[src/rtl/ctrl_pkg.sv]
// Shared definitions for the multi-cycle RV32I control path: FSM state
// encoding, the opcodes the controller recognises, and the datapath mux
// select values it drives.
package ctrl_pkg;

  typedef enum logic [3:0] {
    S_FETCH,
    S_DECODE,
    S_MEMADR,
    S_MEMREAD,
    S_MEMWB,
    S_MEMWRITE,
    S_EXECR,
    S_EXECI,
    S_ALUWB,
    S_BRANCH,
    S_JAL,
    S_LUI,
    S_ILLEGAL
  } state_t;

  localparam logic [6:0] OP_LOAD   = 7'b0000011;
  localparam logic [6:0] OP_STORE  = 7'b0100011;
  localparam logic [6:0] OP_R      = 7'b0110011;
  localparam logic [6:0] OP_I      = 7'b0010011;
  localparam logic [6:0] OP_BRANCH = 7'b1100011;
  localparam logic [6:0] OP_JAL    = 7'b1101111;
  localparam logic [6:0] OP_LUI    = 7'b0110111;

  localparam logic [1:0] SRCA_PC    = 2'b00;
  localparam logic [1:0] SRCA_OLDPC = 2'b01;
  localparam logic [1:0] SRCA_RS1   = 2'b10;
  localparam logic [1:0] SRCA_ZERO  = 2'b11;

  localparam logic [1:0] SRCB_RS2   = 2'b00;
  localparam logic [1:0] SRCB_IMM   = 2'b01;
  localparam logic [1:0] SRCB_FOUR  = 2'b10;

  localparam logic [1:0] RES_ALUOUT = 2'b00;
  localparam logic [1:0] RES_MEM    = 2'b01;
  localparam logic [1:0] RES_ALU    = 2'b10;

  localparam logic [1:0] ALUOP_ADD  = 2'b00;
  localparam logic [1:0] ALUOP_SUB  = 2'b01;
  localparam logic [1:0] ALUOP_FUNC = 2'b10;

endpackage

[src/rtl/ctrl_instret_cnt.sv]
// Retired-instruction counter.
//   clk : core clock
//   clr : synchronous clear (priority over inc)
//   inc : count one retired instruction
//   cnt : current count, wraps modulo 2^W
module ctrl_instret_cnt #(
  parameter int unsigned W = 32
) (
  input  logic         clk,
  input  logic         clr,
  input  logic         inc,
  output logic [W-1:0] cnt
);

  always_ff @(posedge clk) begin
    if (clr)
      cnt <= '0;
    else if (inc)
      cnt <= cnt + W'(1);
  end

endmodule

[src/rtl/multicycle_ctrl_fsm.sv]
// Main control FSM of the multi-cycle RV32I core. Sequences fetch, decode,
// execute, memory and writeback one state per cycle and drives the datapath
// selects, write strobes and the memory request/ready handshake.
//   clk, rst            : clock, synchronous active-high reset
//   opcode, funct3, zero: instruction fields from IR and ALU zero flag
//   mem_ready           : memory completes the current request this cycle
//   mem_req, adrSrc, memWrite, irWrite, pcUpdate, regWrite : strobes/selects
//   resultSrc, aluSrcA, aluSrcB, aluOp : datapath mux selects
//   illegal             : sticky illegal-instruction flag
//   instret             : retired-instruction count
module multicycle_ctrl_fsm
  import ctrl_pkg::*;
#(
  parameter int unsigned CNT_W = 32
) (
  input  logic             clk,
  input  logic             rst,
  input  logic [6:0]       opcode,
  input  logic [2:0]       funct3,
  input  logic             zero,
  input  logic             mem_ready,
  output logic             mem_req,
  output logic             adrSrc,
  output logic             memWrite,
  output logic             irWrite,
  output logic             pcUpdate,
  output logic             regWrite,
  output logic [1:0]       resultSrc,
  output logic [1:0]       aluSrcA,
  output logic [1:0]       aluSrcB,
  output logic [1:0]       aluOp,
  output logic             illegal,
  output logic [CNT_W-1:0] instret
);

  state_t state, state_nx;
  logic   retire;

  always_comb begin
    state_nx = state;
    unique case (state)
      S_FETCH:    if (mem_ready) state_nx = S_DECODE;
      S_DECODE: begin
        unique case (opcode)
          OP_LOAD, OP_STORE: state_nx = S_MEMADR;
          OP_R:              state_nx = S_EXECR;
          OP_I:              state_nx = S_EXECI;
          OP_BRANCH:         state_nx = (funct3[2:1] == 2'b00) ? S_BRANCH : S_ILLEGAL;
          OP_JAL:            state_nx = S_JAL;
          OP_LUI:            state_nx = S_LUI;
          default:           state_nx = S_ILLEGAL;
        endcase
      end
      S_MEMADR:   state_nx = opcode[5] ? S_MEMWRITE : S_MEMREAD;
      S_MEMREAD:  if (mem_ready) state_nx = S_MEMWB;
      S_MEMWB:    state_nx = S_FETCH;
      S_MEMWRITE: if (mem_ready) state_nx = S_FETCH;
      S_EXECR:    state_nx = S_ALUWB;
      S_EXECI:    state_nx = S_ALUWB;
      S_ALUWB:    state_nx = S_FETCH;
      S_BRANCH:   state_nx = S_FETCH;
      S_JAL:      state_nx = S_ALUWB;
      S_LUI:      state_nx = S_ALUWB;
      S_ILLEGAL:  state_nx = S_ILLEGAL;
      default:    state_nx = S_FETCH;
    endcase
  end

  // Retirement is the return to FETCH from a final state; reset suppresses it.
  assign retire = !rst && (state_nx == S_FETCH) &&
                  (state inside {S_MEMWB, S_MEMWRITE, S_ALUWB, S_BRANCH});

  always_ff @(posedge clk) begin
    if (rst) begin
      state   <= S_FETCH;
      illegal <= 1'b0;
    end else begin
      state <= state_nx;
      if (state_nx == S_ILLEGAL)
        illegal <= 1'b1;
    end
  end

  // Outputs decode from state; strobes are masked by rst so no write fires
  // in a reset cycle regardless of the state being left.
  always_comb begin
    logic s_mem_req, s_mem_write, s_ir_write, s_pc_update, s_reg_write;
    s_mem_req   = 1'b0;
    s_mem_write = 1'b0;
    s_ir_write  = 1'b0;
    s_pc_update = 1'b0;
    s_reg_write = 1'b0;
    adrSrc      = 1'b0;
    resultSrc   = RES_ALUOUT;
    aluSrcA     = SRCA_PC;
    aluSrcB     = SRCB_RS2;
    aluOp       = ALUOP_ADD;
    unique case (state)
      S_FETCH: begin
        s_mem_req   = 1'b1;
        aluSrcB     = SRCB_FOUR;
        resultSrc   = RES_ALU;
        s_ir_write  = mem_ready;
        s_pc_update = mem_ready;
      end
      S_DECODE: begin
        aluSrcA = SRCA_OLDPC;
        aluSrcB = SRCB_IMM;
      end
      S_MEMADR: begin
        aluSrcA = SRCA_RS1;
        aluSrcB = SRCB_IMM;
      end
      S_MEMREAD: begin
        s_mem_req = 1'b1;
        adrSrc    = 1'b1;
      end
      S_MEMWB: begin
        resultSrc   = RES_MEM;
        s_reg_write = 1'b1;
      end
      S_MEMWRITE: begin
        s_mem_req   = 1'b1;
        adrSrc      = 1'b1;
        s_mem_write = 1'b1;
      end
      S_EXECR: begin
        aluSrcA = SRCA_RS1;
        aluOp   = ALUOP_FUNC;
      end
      S_EXECI: begin
        aluSrcA = SRCA_RS1;
        aluSrcB = SRCB_IMM;
        aluOp   = ALUOP_FUNC;
      end
      S_ALUWB: s_reg_write = 1'b1;
      S_BRANCH: begin
        aluSrcA     = SRCA_RS1;
        aluOp       = ALUOP_SUB;
        s_pc_update = zero ^ funct3[0];
      end
      S_JAL: begin
        aluSrcA     = SRCA_OLDPC;
        aluSrcB     = SRCB_FOUR;
        s_pc_update = 1'b1;
      end
      S_LUI: begin
        aluSrcA = SRCA_ZERO;
        aluSrcB = SRCB_IMM;
      end
      default: ;
    endcase
    mem_req  = s_mem_req   & ~rst;
    memWrite = s_mem_write & ~rst;
    irWrite  = s_ir_write  & ~rst;
    pcUpdate = s_pc_update & ~rst;
    regWrite = s_reg_write & ~rst;
  end

  ctrl_instret_cnt #(.W(CNT_W)) u_instret (
    .clk (clk),
    .clr (rst),
    .inc (retire),
    .cnt (instret)
  );

endmodule
[config.mk]
export PLATFORM = sky130hd
export DESIGN_NAME = multicycle_ctrl_fsm
export DESIGN_NICKNAME = d
export VERILOG_FILES = /design/src/rtl/ctrl_pkg.sv /design/src/rtl/ctrl_instret_cnt.sv /design/src/rtl/multicycle_ctrl_fsm.sv
export SDC_FILE = /design/constraint.sdc
export NUM_CORES = 1
export LEC_CHECK = 0
export CAP_MARGIN = 40
export CORE_AREA = 3 3 85 87
export CTS_CLUSTER_DIAMETER = 30
export DETAILED_ROUTE_END_ITERATION = 12
export DIE_AREA = 0 0 88 90
export PLACE_DENSITY = 0.62
export SYNTH_ARGS = -nofsm -noshare
export SYNTH_HDL_FRONTEND = slang
export SYNTH_SLANG_ARGS = --single-unit
[constraint.sdc]
create_clock -name clk -period 6.2 [get_ports clk]
set_input_delay 1.24 -clock clk [delete_from_list [all_inputs] [get_ports clk]]
set_output_delay 1.24 -clock clk [all_outputs]
set_load 0.03 [all_outputs]
==> results of run 1 <==
-- report_power, final --
part	leakage (nW)	total, mW	switching (mW)	internal (mW)
Sequential	0.298	0.247	0.00701	0.240
Clock	0.0443	0.170	0.0819	0.0882
Combinational	0.595	0.0811	0.0470	0.0341
-- per-layer routing --
metal,wire [µm],vias to the layer above
li1,-,1178
met1,2900,1051
met2,2660,53
met3,279,6
met4,55,0
met5,0,-
-- logic make-up (layout without fill, tap and decap cells) --
logic type      Yosys count  count (layout)  share of synthesized area, %
mux                       3               3                          1.38
xor+xnor                 12              12                          4.65
buf+inv                  23              73                          4.20
simple gates            142             142                          37.9
compound gates           67              67                          18.5
fa+ha+maj                 1               1                         0.553
flops                    37              37                          32.7
-- critical path: stages --
cell and delay, ns:
clkdlybuf4s50_1 0.51, nor3_1 0.21, and3_1 0.21, a21o_1 0.09, clkdlybuf4s50_1 0.66
-- flip-flops by register name (all words and copies together) (netlist names) --
name,count
state,4
illegal,1
u_instret.cnt,32
-- cell type report --
class                      instances  area (µm²)
inverter                           5        18.8
timing repair buffer              61         608
sequential                        37         741
fill                             641        3450
clock buffer                       7        86.3
tap                               77        96.3
multi-input combinational        225        1430
-- cells in the final DEF (no fill, tap or decap), types with 7 or more instances in the layout --
cell type	netlist	final
clkdlybuf4s50_1	0	60
dfxtp_1	37	37
a21oi_1	28	28
nor2_1	24	24
nand4_1	17	17
or4_1	16	16
o31ai_1	14	14
nand3_1	13	13
nand2_1	11	11
o21ai_1	9	9
nand2b_1	8	8
and3_1	8	8
xor2_1	7	7
-- how the worst max path moves through the flow --
| stage | end | start | slack (ns) | cells after the start |
|---|---|---|---|---|
| finish | pcUpdate | rst | 2.04 | 5 |
| global route | pcUpdate | rst | 1.89 | 5 |
| CTS | pcUpdate | rst | 2.02 | 5 |
| detailed placement | pcUpdate | rst | 2.04 | 5 |
| global placement | pcUpdate | rst | 2.05 | 5 |
| floorplan | memWrite | rst | 2.64 | 3 |
==> out/metrics.yaml, run 1 <==
outcome: "finished, final reports clean"
viasPerCell: 5.55
yosys-top-cells-area: "dfxtp_1 33%, a21oi_1 6.2%, or4_1 5.3%, nand4_1 4.7%, o31ai_1 4.6%"
synth_top_cell_area_share_pct: 32.7
dpl.cell_count: 405
rows: 29
period_share_pct: 67.2
ctsResizeCount: 0
hold_path_depth: 2
synth_area_per_cell_um2: 7.94
period_minus_slack_ns: 4.16
first_pass_iters: 4
ys_warn_count: 0
synth-edff-count: 0
postCtsSetupRepairBufs: 0
synthTopCellsByCount: "37 x dfxtp_1, 28 x a21oi_1, 24 x nor2_1"
initial_core_util_pct: 35.2
yosysSeqAreaShare_pct: 32.7
grt_first_pass_wirelength_um: 9890
die-area_mm2: 0.00792
synth_cell_types: 50
setup.worst_path.end_class: "output port"
drt_iter0_drc: 81
timing.final.ws_setup_ns: 2.04
num_antenna_cells: 0
clk_path_buf_depth: 2
die_x_um: 88
core_area_mm2: 0.00642
cts_sinks: 37
syn_nets: 300
worst_r2r_endpoint: "u_instret.cnt[22]$_SDFFE_PP0P_"
drv_cap: 0
synthCells: 285
numCtsBuffers: 5
drive_gt1_share_pct: 4.48
start_kind: "primary input"
clk_pin_slew_worst_paths_ns: 0.07
worstPathRequired_ns: 4.96
final_cells: 412
yosysMostFrequentCell: "dfxtp_1"
busiest_layer: "met2"
met3_usage_pct: 3.56
finalCoreUtilization_pct: 46.3
powerDensity_mw_per_mm2: 167
finalInstanceArea_mm2: 0.00298
cts_hold_buf: 0
rsz0062_at_grt: "no"
yosys_register_bits: 37
grt_max_degree: 42
cts_tree: "done"
grt_pass1_vias: 2094
worstHoldStart: "u_instret.cnt[1]$_SDFFE_PP0P_"
hold_class: "register to register"
r2r_cells: 5
cp.arrival_ns: 2.92
routed_wl_um: 5900
drv_slew: 0
placed_cell_area_mm2: 0.00289
pin_count: 61
drcViolationCount: 0
rr_startpoint: "state[1]$_SDFF_PP0_"
clk_latency_ns: 0.29
final_hold_viol_count: 0
relSlewSlack_pct: 44.0
p_leak_nw: 0.938
r2r_setup_slack_ns: 3.34
root_buffer: "clkbuf_8"
whs_ns: 0.489
vias: 2288
setup_tns_ns: 0
worst_pin_slew_ns: 0.838
path_class: "primary input to output port"
areaGrowthSynthToFinish_pct: 31.6
synth_top_cell_by_area: "dfxtp_1"
pre_cts_ws_ns: 2.04
final_nets: 350
critPathMaxFanout: 6
htree_levels: 2
dp_hpwl_um: 4150
gr-usage-met2_pct: 23.9
antenna_found_initial: 0
overflow: 0
die_h_um: 90
p_total_uw: 498
postRouteAntennaNets: 0
fmax_mhz: 240
numPortBuffers: 60
holdPathEnd: "u_instret.cnt[1]$_SDFFE_PP0P_"
grtUsageMet1_pct: 19.9
post_drt_wl_per_cell_um: 14.3
ys_async_sr_fraction_pct: 0
routabilityCongestion: 0.762
ys.flop_type: "dfxtp_1"
worst_clock_skew_ns: 0.00450
grt_usage_pct: 14.9
ir_drop_v: 0.0000762
setup_viol: 0
synthesis.area_mm2: 0.00226
Power figures use the tool's default switching activity.
==> run 2, diff against run 1 <==
--- a/config.mk
+++ b/config.mk
@@ -10,7 +10,7 @@
 export CTS_CLUSTER_DIAMETER = 30
 export DETAILED_ROUTE_END_ITERATION = 12
 export DIE_AREA = 0 0 88 90
-export PLACE_DENSITY = 0.62
+export PLACE_DENSITY = 0.64
 export SYNTH_ARGS = -nofsm -noshare
 export SYNTH_HDL_FRONTEND = slang
 export SYNTH_SLANG_ARGS = --single-unit
==> constraint.sdc (replaced) <==
create_clock -name clk -period 3.5 [get_ports clk]
set_input_delay 0.7 -clock clk [delete_from_list [all_inputs] [get_ports clk]]
set_output_delay 0.7 -clock clk [all_outputs]
set_load 0.03 [all_outputs]
==> run 2 against run 1 <==
Final cell count is 1.5% higher. Sequential power is 77% higher. Non-clock buffer count is 5 higher. Via count is 3.4% higher. First-iteration DRC count is 21% higher. Critical endpoint is now aluSrcB[0]. Sequential cell count stayed put. Global-route usage is 0.35 points higher. Clock power is 76% higher. Utilization is 0.39 points higher. Sequential share of layout area is 0.21 points lower.
==> out/metrics.yaml, run 2 (synthesis gave the netlist of run 1 again) <==
outcome: "finished, final reports clean"
htree_levels: 2
ir_drop_v: 0.000146
vias: 2365
drv_slew: 0
final_cells: 418
ctsResizeCount: 0
path_class: "register to output port"
dp_hpwl_um: 4380
pre_cts_ws_ns: 0.529
pin_count: 61
rows: 29
period_share_pct: 89.3
critPathMaxFanout: 18
p_leak_nw: 0.970
routed_wl_um: 6040
num_antenna_cells: 0
fmax_mhz: 320
clk_pin_slew_worst_paths_ns: 0.08
multiInputGateArea_mm2: 0.00143
r2r_cells: 5
antenna_found_initial: 0
wl_met1_um: 2890
holdPathEnd: "u_instret.cnt[12]$_SDFFE_PP0P_"
first_pass_iters: 4
die-area_mm2: 0.00792
overflow: 0
die_h_um: 90
final_common_cell: "clkdlybuf4s50_1"
register_area_um2: 741
postRouteAntennaNets: 0
post_drt_wl_per_cell_um: 14.4
setup.worst_path.end_class: "output port"
routed-wl-met2_um: 2750
rsz0062_at_grt: "no"
setup_tns_ns: 0
core_area_mm2: 0.00642
grt_first_pass_wirelength_um: 10200
drt_iter0_drc: 98
final_cell_mix: "55 x clkdlybuf4s50_1, 37 x dfxtp_1, 28 x a21oi_1, 24 x nor2_1, 17 x nand4_1"
rr_startpoint: "state[2]$_SDFF_PP0_"
areaGrowthSynthToFinish_pct: 32.7
grt_pass1_vias: 2212
fillCellCount: 643
clk_path_buf_depth: 2
postCtsSetupRepairBufs: 0
initial_core_util_pct: 35.2
numCtsBuffers: 5
cp.arrival_ns: 2.42
relSlewSlack_pct: 50.9
dpl.cell_count: 410
hold_class: "register to register"
grt_max_degree: 31
setup_viol: 0
r2r_setup_slack_ns: 0.84
finalCoreUtilization_pct: 46.7
hold_path_depth: 2
dr_wl_met3_um: 355
worst_clock_skew_ns: 0.00933
largest_reg_flops: 32
drcViolationCount: 0
drive_gt1_share_pct: 7.92
routabilityCongestion: 0.815
root_buffer: "clkbuf_8"
worst_r2r_endpoint: "u_instret.cnt[26]$_SDFFE_PP0P_"
final_hold_viol_count: 0
cts_tree: "done"
cts_sinks: 37
timing.final.ws_setup_ns: 0.375
worstPathRequired_ns: 2.80
viasPerCell: 5.66
top_layer_used: "met4"
top_regs: "u_instret.cnt: 32 flops, state: 4 flops, illegal: 1 flops"
clk_latency_ns: 0.29
drv_cap: 0
largest-register: "u_instret.cnt"
grt_usage_pct: 15.2
numPortBuffers: 60
worstHoldStart: "u_instret.cnt[12]$_SDFFE_PP0P_"
powerDensity_mw_per_mm2: 292
period_minus_slack_ns: 3.12
final_nets: 355
cts_hold_buf: 0
worst_pin_slew_ns: 0.732
die_x_um: 88
start_kind: "register"
[run 2: changes by cell type in the layout (fill, tap and decap cells not counted)]
cell and change:
buf_4 +10, clkdlybuf4s50_1 -5, clkinv_2 +2, clkbuf_1 -1
clkbuf_8 -1, clkinvlp_4 +1
[run 2: how the worst max path moves through the flow]
stage,to,slack (ns),startpoint
after CTS,aluSrcB[0],0.37,state[2]$_SDFF_PP0_
after detailed placement,u_instret.cnt[26]$_SDFFE_PP0P_,0.53,mem_ready
after global placement,u_instret.cnt[14]$_SDFFE_PP0P_,0.58,mem_ready
final,aluSrcB[0],0.38,state[2]$_SDFF_PP0_
after global routing,aluSrcB[0],0.22,state[2]$_SDFF_PP0_
after floorplan,aluSrcB[1],0.81,state[1]$_SDFF_PP0_
[run 2: final cells by class]
class / instances / area share [%]
clock buffer: 5 / 2.29
timing repair buffer: 66 / 21.1
sequential: 37 / 24.7
tap: 77 / 3.21
multi-input combinational: 225 / 47.5
clock inverter: 3 / 0.584
inverter: 5 / 0.625
[run 2: through the flow]
step	total power, mW	instance area (µm²)	hold slack (ns)
2_1_floorplan	0.535	2260	0.600
3_3_place_gp	0.588	2920	0.473
3_5_place_dp	0.588	2920	0.489
4_1_cts	0.888	3000	0.501
5_1_grt	0.921	3000	0.527
6_report	0.878	3000	0.496
[run 2: layer usage]
metal | vias to the layer above | GRT usage [%]
li1 | 1200 | -
met1 | 1088 | 20.4
met2 | 72 | 24.8
met3 | 5 | 3.66
met4 | 0 | 2.94
met5 | - | 0
[run 2: where the power goes]
part / internal, mW / leakage [nW] / switching, mW / total (mW)
clock: 0.138 / 0.0439 / 0.162 / 0.299
sequential: 0.424 / 0.298 / 0.0115 / 0.436
combinational: 0.0600 / 0.628 / 0.0829 / 0.143
[run 2: worst max-delay path, stage by stage, from the launching register on]
cell	delay (ns)
dfxtp_1	0.51
xnor2_1	0.68
a21oi_1	0.14
a21o_1	0.20
clkdlybuf4s50_1	0.59
